`src/rtl/bus_pkg.sv`:
```
// rtl/bus_pkg.sv - shared types and constants for the bus arbiter
`ifndef ASSERT
`define ASSERT 1'b1
`endif
`ifndef NEGATE
`define NEGATE 1'b0
`endif

package bus_pkg;

    localparam int NMASTER = 4;

    typedef enum logic [1:0] {
        IDLE,
        GRANT,
        RELEASE
    } arb_state_t;

    typedef logic [1:0] owner_t;

    function automatic logic [NMASTER-1:0] owner_onehot(input owner_t idx);
        return NMASTER'(1) << idx;
    endfunction

endpackage

```
`src/rtl/bus_arb4_if.sv`:
```
// rtl/bus_arb4_if.sv - request/grant bundle between masters and the arbiter
interface bus_arb4_if;
    import bus_pkg::*;

    logic   req0;
    logic   req1;
    logic   req2;
    logic   req3;
    logic   ack;
    logic   gnt0;
    logic   gnt1;
    logic   gnt2;
    logic   gnt3;
    owner_t owner;
    logic   busy;
    logic   tmo;

    modport master (
        output req0, req1, req2, req3, ack,
        input  gnt0, gnt1, gnt2, gnt3, owner, busy, tmo
    );

    modport slave (
        input  req0, req1, req2, req3, ack,
        output gnt0, gnt1, gnt2, gnt3, owner, busy, tmo
    );

endinterface

```
`src/rtl/rr_pick.sv`:
```
// rtl/rr_pick.sv - combinational round-robin winner select
module rr_pick
    import bus_pkg::*;
(
    input  logic [NMASTER-1:0] req,
    input  owner_t             last,
    output owner_t             winner,
    output logic               valid
);

    owner_t cand;

    // Walk from the lowest priority up so the highest-priority hit is assigned last.
    always_comb begin
        winner = last;
        valid  = 1'b0;
        cand   = last;
        for (int i = NMASTER; i >= 1; i--) begin
            cand = last + 2'(i);
            if (req[cand]) begin
                winner = cand;
                valid  = 1'b1;
            end
        end
    end

endmodule

```
`src/rtl/bus_arb4.sv`:
```
// rtl/bus_arb4.sv - four-master round-robin arbiter with release cycle and watchdog
module bus_arb4
    import bus_pkg::*;
#(
    parameter  int TIMEOUT = 16,
    localparam int CW      = $clog2(TIMEOUT + 1)
) (
    input  logic       clk,
    input  logic       rst,
    bus_arb4_if.slave  bus
);

    arb_state_t          state;
    arb_state_t          state_nx;
    owner_t              owner_q;
    owner_t              last_q;
    owner_t              winner;
    logic                valid;
    logic [CW-1:0]       wd_q;
    logic [NMASTER-1:0]  gnt_q;
    logic [NMASTER-1:0]  req_v;
    logic                tmo_q;
    logic                rel;
    logic                fire_tmo;

    assign req_v = {bus.req3, bus.req2, bus.req1, bus.req0};

    rr_pick u_pick (
        .req    (req_v),
        .last   (last_q),
        .winner (winner),
        .valid  (valid)
    );

    // In GRANT: ack beats abandon beats watchdog; only the watchdog path pulses tmo.
    always_comb begin
        state_nx = state;
        rel      = 1'b0;
        fire_tmo = 1'b0;
        case (state)
            IDLE: begin
                if (valid) begin
                    state_nx = GRANT;
                end
            end
            GRANT: begin
                if (bus.ack) begin
                    rel = 1'b1;
                end else if (!req_v[owner_q]) begin
                    rel = 1'b1;
                end else if (wd_q == CW'(TIMEOUT - 1)) begin
                    rel      = 1'b1;
                    fire_tmo = 1'b1;
                end
                if (rel) begin
                    state_nx = RELEASE;
                end
            end
            RELEASE: state_nx = IDLE;
            default: state_nx = IDLE;
        endcase
    end

    always_ff @(posedge clk or posedge rst) begin
        if (rst) begin
            state   <= IDLE;
            owner_q <= '0;
            last_q  <= 2'd3;
            wd_q    <= '0;
            gnt_q   <= {NMASTER{`NEGATE}};
            tmo_q   <= `NEGATE;
        end else begin
            state <= state_nx;
            tmo_q <= fire_tmo;
            if (state == IDLE && valid) begin
                owner_q <= winner;
                gnt_q   <= owner_onehot(winner);
                wd_q    <= '0;
            end else if (state == GRANT) begin
                if (rel) begin
                    gnt_q  <= {NMASTER{`NEGATE}};
                    last_q <= owner_q;
                end else if (wd_q != {CW{1'b1}}) begin
                    wd_q <= wd_q + CW'(1);
                end
            end
        end
    end

    assign bus.gnt0  = gnt_q[0];
    assign bus.gnt1  = gnt_q[1];
    assign bus.gnt2  = gnt_q[2];
    assign bus.gnt3  = gnt_q[3];
    assign bus.owner = owner_q;
    assign bus.busy  = (state != IDLE);
    assign bus.tmo   = tmo_q;

endmodule

```
`src/flat_wrapper.sv`:
```
// flat-port wrapper written by rule: the top's interface ports become plain ports
module bus_arb4_flat import bus_pkg::*;
#(
    parameter  int TIMEOUT = 16,
    localparam int CW      = $clog2(TIMEOUT + 1)
)
  (clk, rst, bus_req0, bus_req1, bus_req2, bus_req3, bus_ack, bus_gnt0, bus_gnt1, bus_gnt2, bus_gnt3, bus_owner, bus_busy, bus_tmo);
  bus_arb4_if bus_i ();
  input  logic clk;
  input  logic rst;
  input wire logic [$bits(bus_i.req0)-1:0] bus_req0;
  input wire logic [$bits(bus_i.req1)-1:0] bus_req1;
  input wire logic [$bits(bus_i.req2)-1:0] bus_req2;
  input wire logic [$bits(bus_i.req3)-1:0] bus_req3;
  input wire logic [$bits(bus_i.ack)-1:0] bus_ack;
  output wire logic [$bits(bus_i.gnt0)-1:0] bus_gnt0;
  output wire logic [$bits(bus_i.gnt1)-1:0] bus_gnt1;
  output wire logic [$bits(bus_i.gnt2)-1:0] bus_gnt2;
  output wire logic [$bits(bus_i.gnt3)-1:0] bus_gnt3;
  output wire logic [$bits(bus_i.owner)-1:0] bus_owner;
  output wire logic [$bits(bus_i.busy)-1:0] bus_busy;
  output wire logic [$bits(bus_i.tmo)-1:0] bus_tmo;
  assign bus_i.req0 = bus_req0;
  assign bus_i.req1 = bus_req1;
  assign bus_i.req2 = bus_req2;
  assign bus_i.req3 = bus_req3;
  assign bus_i.ack = bus_ack;
  assign bus_gnt0 = bus_i.gnt0;
  assign bus_gnt1 = bus_i.gnt1;
  assign bus_gnt2 = bus_i.gnt2;
  assign bus_gnt3 = bus_i.gnt3;
  assign bus_owner = bus_i.owner;
  assign bus_busy = bus_i.busy;
  assign bus_tmo = bus_i.tmo;
  bus_arb4 #(.TIMEOUT(TIMEOUT)) u_core (.clk(clk), .rst(rst), .bus(bus_i));
endmodule
```
`config.mk`:
```
export PLATFORM = sky130hd
export DESIGN_NAME = bus_arb4_flat
export DESIGN_NICKNAME = d
export VERILOG_FILES = /design/src/rtl/bus_pkg.sv /design/src/rtl/bus_arb4_if.sv /design/src/rtl/rr_pick.sv /design/src/rtl/bus_arb4.sv /design/src/flat_wrapper.sv
export SDC_FILE = /design/constraint.sdc
export NUM_CORES = 1
export LEC_CHECK = 0
export ABC_AREA = 0
export CORE_ASPECT_RATIO = 1.2
export CORE_MARGIN = 3
export CORE_UTILIZATION = 35
export DETAILED_ROUTE_END_ITERATION = 6
export MAX_ROUTING_LAYER = met4
export PLACE_DENSITY_LB_ADDON = 0.2
export SLEW_MARGIN = 20
export SYNTH_ARGS = -nofsm -noshare
export SYNTH_HDL_FRONTEND = slang
export SYNTH_SLANG_ARGS = --single-unit
```
`constraint.sdc`:
```
create_clock -name clk -period 4.2 [get_ports clk]
set_input_delay 0.63 -clock clk [delete_from_list [all_inputs] [get_ports clk]]
set_output_delay 0.63 -clock clk [all_outputs]
set_load 0.02 [all_outputs]
```
# [Yosys cells after proc, flatten, opt, wreduce, memory -nomap -nowiden]
# Cells that the tools add are included.
[word_totals] wordCells=68 register_bits=16 input_bits=7 out_inout_bits=8
[op_classes] addsub=4 reduce_logical=10 eq_ne=6 n_mux=35 shifts=1 bitwise=1 order_cmp=5
[ops] op="5-bit 2-to-1 mux" n=4
[ops] op="1-bit 2-to-1 mux" n=17
[ops] op="2-bit by 3-bit less-than comparator with 1-bit output, second input constant" n=5
[ops] op="4-bit 2-to-1 mux" n=3
[ops] op="1-bit binary-select mux with 2-bit select" n=5
[ops] op="2-bit 2-to-1 mux" n=5
[ops] op="2-bit nonzero test" n=4
[ops] op="3-bit AND reduction" n=2
[ops] op="5-bit by 1-bit adder with 5-bit output, second input constant" n=1
[ops] op="5-bit by 4-bit equality test with 1-bit output, second input constant" n=1
[ops] op="5-bit != test, second input constant" n=1
[ops] op="2-bit adder, second input constant" n=2
[ops] op="2-bit != test, second input constant" n=2
[ops] op="2-bit one-hot mux with 2 select lines" n=1
[ops] op="2-bit AND reduction" n=2
[ops] op="1-bit by 2-bit left shift with 4-bit output, first input constant" n=1
[ops] op="2-bit by 1-bit adder with 2-bit output, second input constant" n=1
[ops] op="2-bit by 1-bit equality test with 1-bit output, second input constant" n=1
[ops] op="2-bit zero test" n=1
[ops] op="2-bit by 1-bit != test with 1-bit output, second input constant" n=1
[ops] op="1-bit logical AND" n=1
[ops] op="1-bit inverter" n=1

# [Logic depth before layout (Yosys ltp)]
[logic_depth] word_depth=9 ltp_mapped=8 ltp_nobuf=7

# [Modules after synthesis]
# A second synthesis with hierarchy kept.
[hier_totals] hier_cells=93 area_unflattened_um2=910.9
[modules_own_cells] mod="bus_arb4" instances=1 seq_area_each_um2=402.9 cells_each=79 area_per_inst_um2=828.3
[modules_own_cells] mod="rr_pick" instances=1 seq_area_each_um2=0.0 cells_each=14 area_per_inst_um2=82.6

# [Worst setup path after synthesis]
# No wires, ideal clock.
[synth_timing] kind="register to register" from="reg u_core.wd_q[0]" to="reg u_core.wd_q[4]" slack_ps=2229 setup_time_ps=69 period_less_slack_ps=1971 path_buffers=1 required_ps=4131 arrival_time_ps=1902 path_stages_with_launch=9 cell_sequence="dfrtp_1 -> ha_1 -> and3_1 -> ha_1 -> nor3_1 -> a22oi_2 -> buf_6 -> or4_1 -> nand3_1"
[synth_between] elab_chain_len=8 word_cells_on_any_way=15 classes_between="add/sub (1); eq/ne (3); mux (9); reduce/logical (2)"
[synth_lines] item="start: declaration" line="bus_arb4.sv:19" rtl="logic [CW-1:0] wd_q;"
[synth_lines] item="start signal: assignment" line="bus_arb4.sv:84" rtl="wd_q <= wd_q + CW'(1);"
[synth_lines] item="5-bit by 4-bit equality test with 1-bit output" line="bus_arb4.sv:51" rtl="end else if (wd_q == CW'(TIMEOUT - 1)) begin"
[synth_lines] item="1-bit 2-to-1 mux" line="bus_arb4.sv:51"
[synth_lines] item="1-bit 2-to-1 mux" line="bus_arb4.sv:49" rtl="end else if (!req_v[owner_q]) begin"
[synth_lines] item="1-bit 2-to-1 mux" line="bus_arb4.sv:47" rtl="if (bus.ack) begin"
[synth_lines] item="1-bit 2-to-1 mux (2 in a row)" line="bus_arb4.sv:40" rtl="case (state)"
[synth_lines] item="2-bit != test (no source line)"
[synth_lines] item="3-bit AND reduction (no source line)"
# Several ways; a longest one is shown, not always the timed one. The select of a mux whose other input is x is not followed.
# A chain may end at the register's enable or synchronous reset.

# [Worst setup path after layout]
[layout_timing] from="in bus_req3" to="reg u_core.last_q[0]"
[layout_between] elab_chain_len=9 word_cells_on_any_way=21 classes_between="mux (18); bitwise (1); reduce/logical (2)"
[layout_lines] item="start: declaration" line="flat_wrapper.sv:14" rtl="input wire logic [$bits(bus_i.req3)-1:0] bus_req3;"
[layout_lines] item="1-bit binary-select mux with 2-bit select" line="rr_pick.sv:20" rtl="if (req[cand]) begin"
[layout_lines] item="1-bit 2-to-1 mux (not written as such)" line="rr_pick.sv:20"
[layout_lines] item="1-bit 2-to-1 mux (4 in a row)" line="rr_pick.sv:20"
[layout_lines] item="1-bit logical AND" line="bus_arb4.sv:75" rtl="if (state == IDLE && valid) begin"
[layout_lines] item="1-bit inverter (no source line)"
[layout_lines] item="3-bit AND reduction (no source line) (*)"
[layout_lines] item="end signal: assignment" line="bus_arb4.sv:82" rtl="last_q <= owner_q;"
[layout_lines] item="end: declaration" line="bus_arb4.sv:16" rtl="owner_t last_q;"
# Mark *: on every way between the ends. The rest lies on a longest branch, timed or not. The select of a mux whose other input is x is not followed.

==> impl_results.md <==
- Top post-synthesis cells by area: dfrtp_1 38%, mux2_4 6.4%, dfstp_2 5.6%
- Status: completed
- Iteration-0 DRC Markers: 13
- Vias per inst: 5.48
- Placed insts: 133
- Post-synth ARST share: 1.00
- Power per Cell Area: 630 nW/um2
- Grt met2 use: 0.197
- Mapped Area: 932 um2
- IO Pins: 15
- CP Launch Point: bus_req3
- Yosys warns: 0
- Post-CTS setup buffers: 0
- CP Class: in -> reg
- Synth cell count leaders: 14 x dfrtp_1, 10 x nand3_1, 9 x nand2_1, 6 x inv_1
- Starting Density: 0.388
- Nets: 117
- Area share of the largest cell type after synthesis: 0.376
- GRT Util Overall: 0.137
- Fin worst setup slack: 1.76 ns
- Post-route ant nets: 0
- DP Area: 1080 um2
- Pre-Repair DR Iteration Count: 4
- Most used cell, CP: mux2_4
- Startpoint types: input port
- Final Hold Fails: 0
- Mean Syn Cell Area: 10.1 um2
- Crit path required time: 4.41 ns
- DP Worst Slack: 1.48 ns
- Slowest stage delay, CP: 0.54 ns
- Tmin final: 2.44 ns
- Longest Clk Path Bufs: 2
- Worst-path clk slew: 0.09 ns
- Global-route wire length before repair: 3340 um
- CTS Sinks: 16
- VDD IR max: 262 uV
- Largest net degree at the start of global routing: 18
- Crit-path cells: clkdlybuf4s50_1, mux2_4, a22oi_2, and2_1, mux2_4
- Met3 Resource Use GR: 0.0310
- Worst Path Arrival: 2.65 ns
- Drt wl/cell: 14.3 um
- Final non-filler cell total: 136
- RR Startpoint: u_core.wd_q[0]
- Cell with the most instances after synthesis: dfrtp_1
- DIE WIDTH: 53.1 um
- Diodes inserted: 0
- PostCTS Resize Cnt: 0
- Port bufs: 14
- Synthesized Nets: 102
- Slowest cell on crit path: clkdlybuf4s50_1
- Period Utilization, post-route: 0.581
- Final setup viols: 0
- CORE AREA: 2400 um2
- H-tree level count: 1
- Skew-Pair Late Insertion Delay: 0.28 ns
- Area grow syn2layout: 18.7%
- Clock skew: 0.00166 ns
- Max Slew Vio Count: 0
- Layout cells sized above 1: 0.114
- Met1 Resource Use GR: 0.177
- CTS Buf Count: 3
- Drt total wl: 1950 um
- Worst Hold Class: reg -> reg
- Mapped Cells: 92
- Leakage power: 0.482 nW
- Design Power: 697 uW
- Die Height: 62.5 um
- Initial antenna violation count: 0
- Crit end category: flop
- Synthesis-stage register bit count: 16
- Fin util: 0.461
- GPL Wtd Cong: 0.755
- Main synth FF type: dfrtp_1
- Slew HR: 0.444
- Hold WS: 0.498 ns
- TritonCTS clock tree: yes
- Sequential element share of the synthesized area: 0.432
- Hold buffer count at CTS: 0
- Yosys top cell by area: dfrtp_1
- Fill cells: 226
- GR Overflow Total: 0
- Routed vias: 745
- Dpl hpwl: 1430 um
- EDFF count, synth: 0
- Final instance area: 1110 um2
- DRC Markers: 0
- Die area: 3320 um2
- Worst-path maximum fanout: 12
- Setup TNS: 0 ns
- Fmax: 0.410 GHz
- Slew @ Worst Pin: 0.831 ns
- Synth cell types: 34
- GRT busiest layer: met2
- Clock Tree Root: clkbuf_4
- Hold_sp: u_core.wd_q[3]
- Max-Cap Viols: 0
- Cell Rows: 19
- Number of global-route vias before repair: 743
- RSZ-0062 raised after global routing: no
==> sequential cells by signal, summed over array words and instances, names as in the netlist <==
signal / count
u_core.bus.tmo: 1
u_core.bus.owner: 2
u_core.gnt_q: 4
u_core.state: 2
u_core.last_q: 2
u_core.wd_q: 5
==> cells by family (layout without fill, tap and decap cells) <==
kind of cell	after synthesis	count (layout)	share of synthesized area
DFF	16	16	0.432
muxes	5	5	0.0752
AOI/OAI and AO/OA	18	18	0.169
buffers and inverters	10	23	0.0537
adders and majority gates	3	3	0.0403
and+or+nand+nor	40	40	0.230
==> worst max-delay path: cells and delay by family <==
kind	cells	cell delay, ns
buffers and inverters	1	0.54
AND/OR/NAND/NOR	1	0.39
AO/OA/AOI/OAI	1	0.43
multiplexers	2	0.65
==> path summary, 6_finish.rpt <==
kind | endpoint | slack [ns] | cells past startpoint
min in group asynchronous | u_core.gnt_q[1] | 0.72 | 2
hold reg to reg | u_core.wd_q[3] | 0.50 | 1
hold / removal | u_core.wd_q[3] | 0.50 | 1
setup reg to reg | u_core.last_q[0] | 1.84 | 7
setup / recovery | u_core.last_q[0] | 1.76 | 5
max in group asynchronous | u_core.bus.owner[0] | 3.09 | 2
==> final cells by class <==
class	count	area, um2	area share
clock buffers	3	22.5	0.0204
inverters	6	22.5	0.0204
multi-input cells	66	479	0.433
flip-flops and latches	16	403	0.364
well taps	31	38.8	0.0351
repair buffers	14	140	0.127
==> cell usage in the layout, fill, tap and decap left out, drive strengths merged, types with 2 or more instances in the layout <==
cell | synthesis | layout
nand3 | 10 | 10
nand2 | 9 | 9
nor2 | 5 | 5
clkdlybuf4s50 | 0 | 14
clkbuf | 1 | 3
or4 | 3 | 3
dfstp | 2 | 2
a21oi | 2 | 2
o311ai | 2 | 2
mux2 | 4 | 4
o21ai | 2 | 2
nand2b | 5 | 5
o32ai | 3 | 3
ha | 3 | 3
inv | 6 | 6
nor3 | 2 | 2
o41ai | 3 | 3
dfrtp | 14 | 14
==> power breakdown <==
| group | internal, mW | total (mW) | switching, mW |
|---|---|---|---|
| logic | 0.162 | 0.354 | 0.193 |
| registers | 0.210 | 0.264 | 0.0543 |
| clock network | 0.0332 | 0.0784 | 0.0452 |
==> per-layer routing <==
layer	wire length (um)	share of wire
met5	0	0
met3	94	0.048
met4	21	0.011
met1	912	0.47
met2	917	0.47
(Power assumes the default switching activity.)
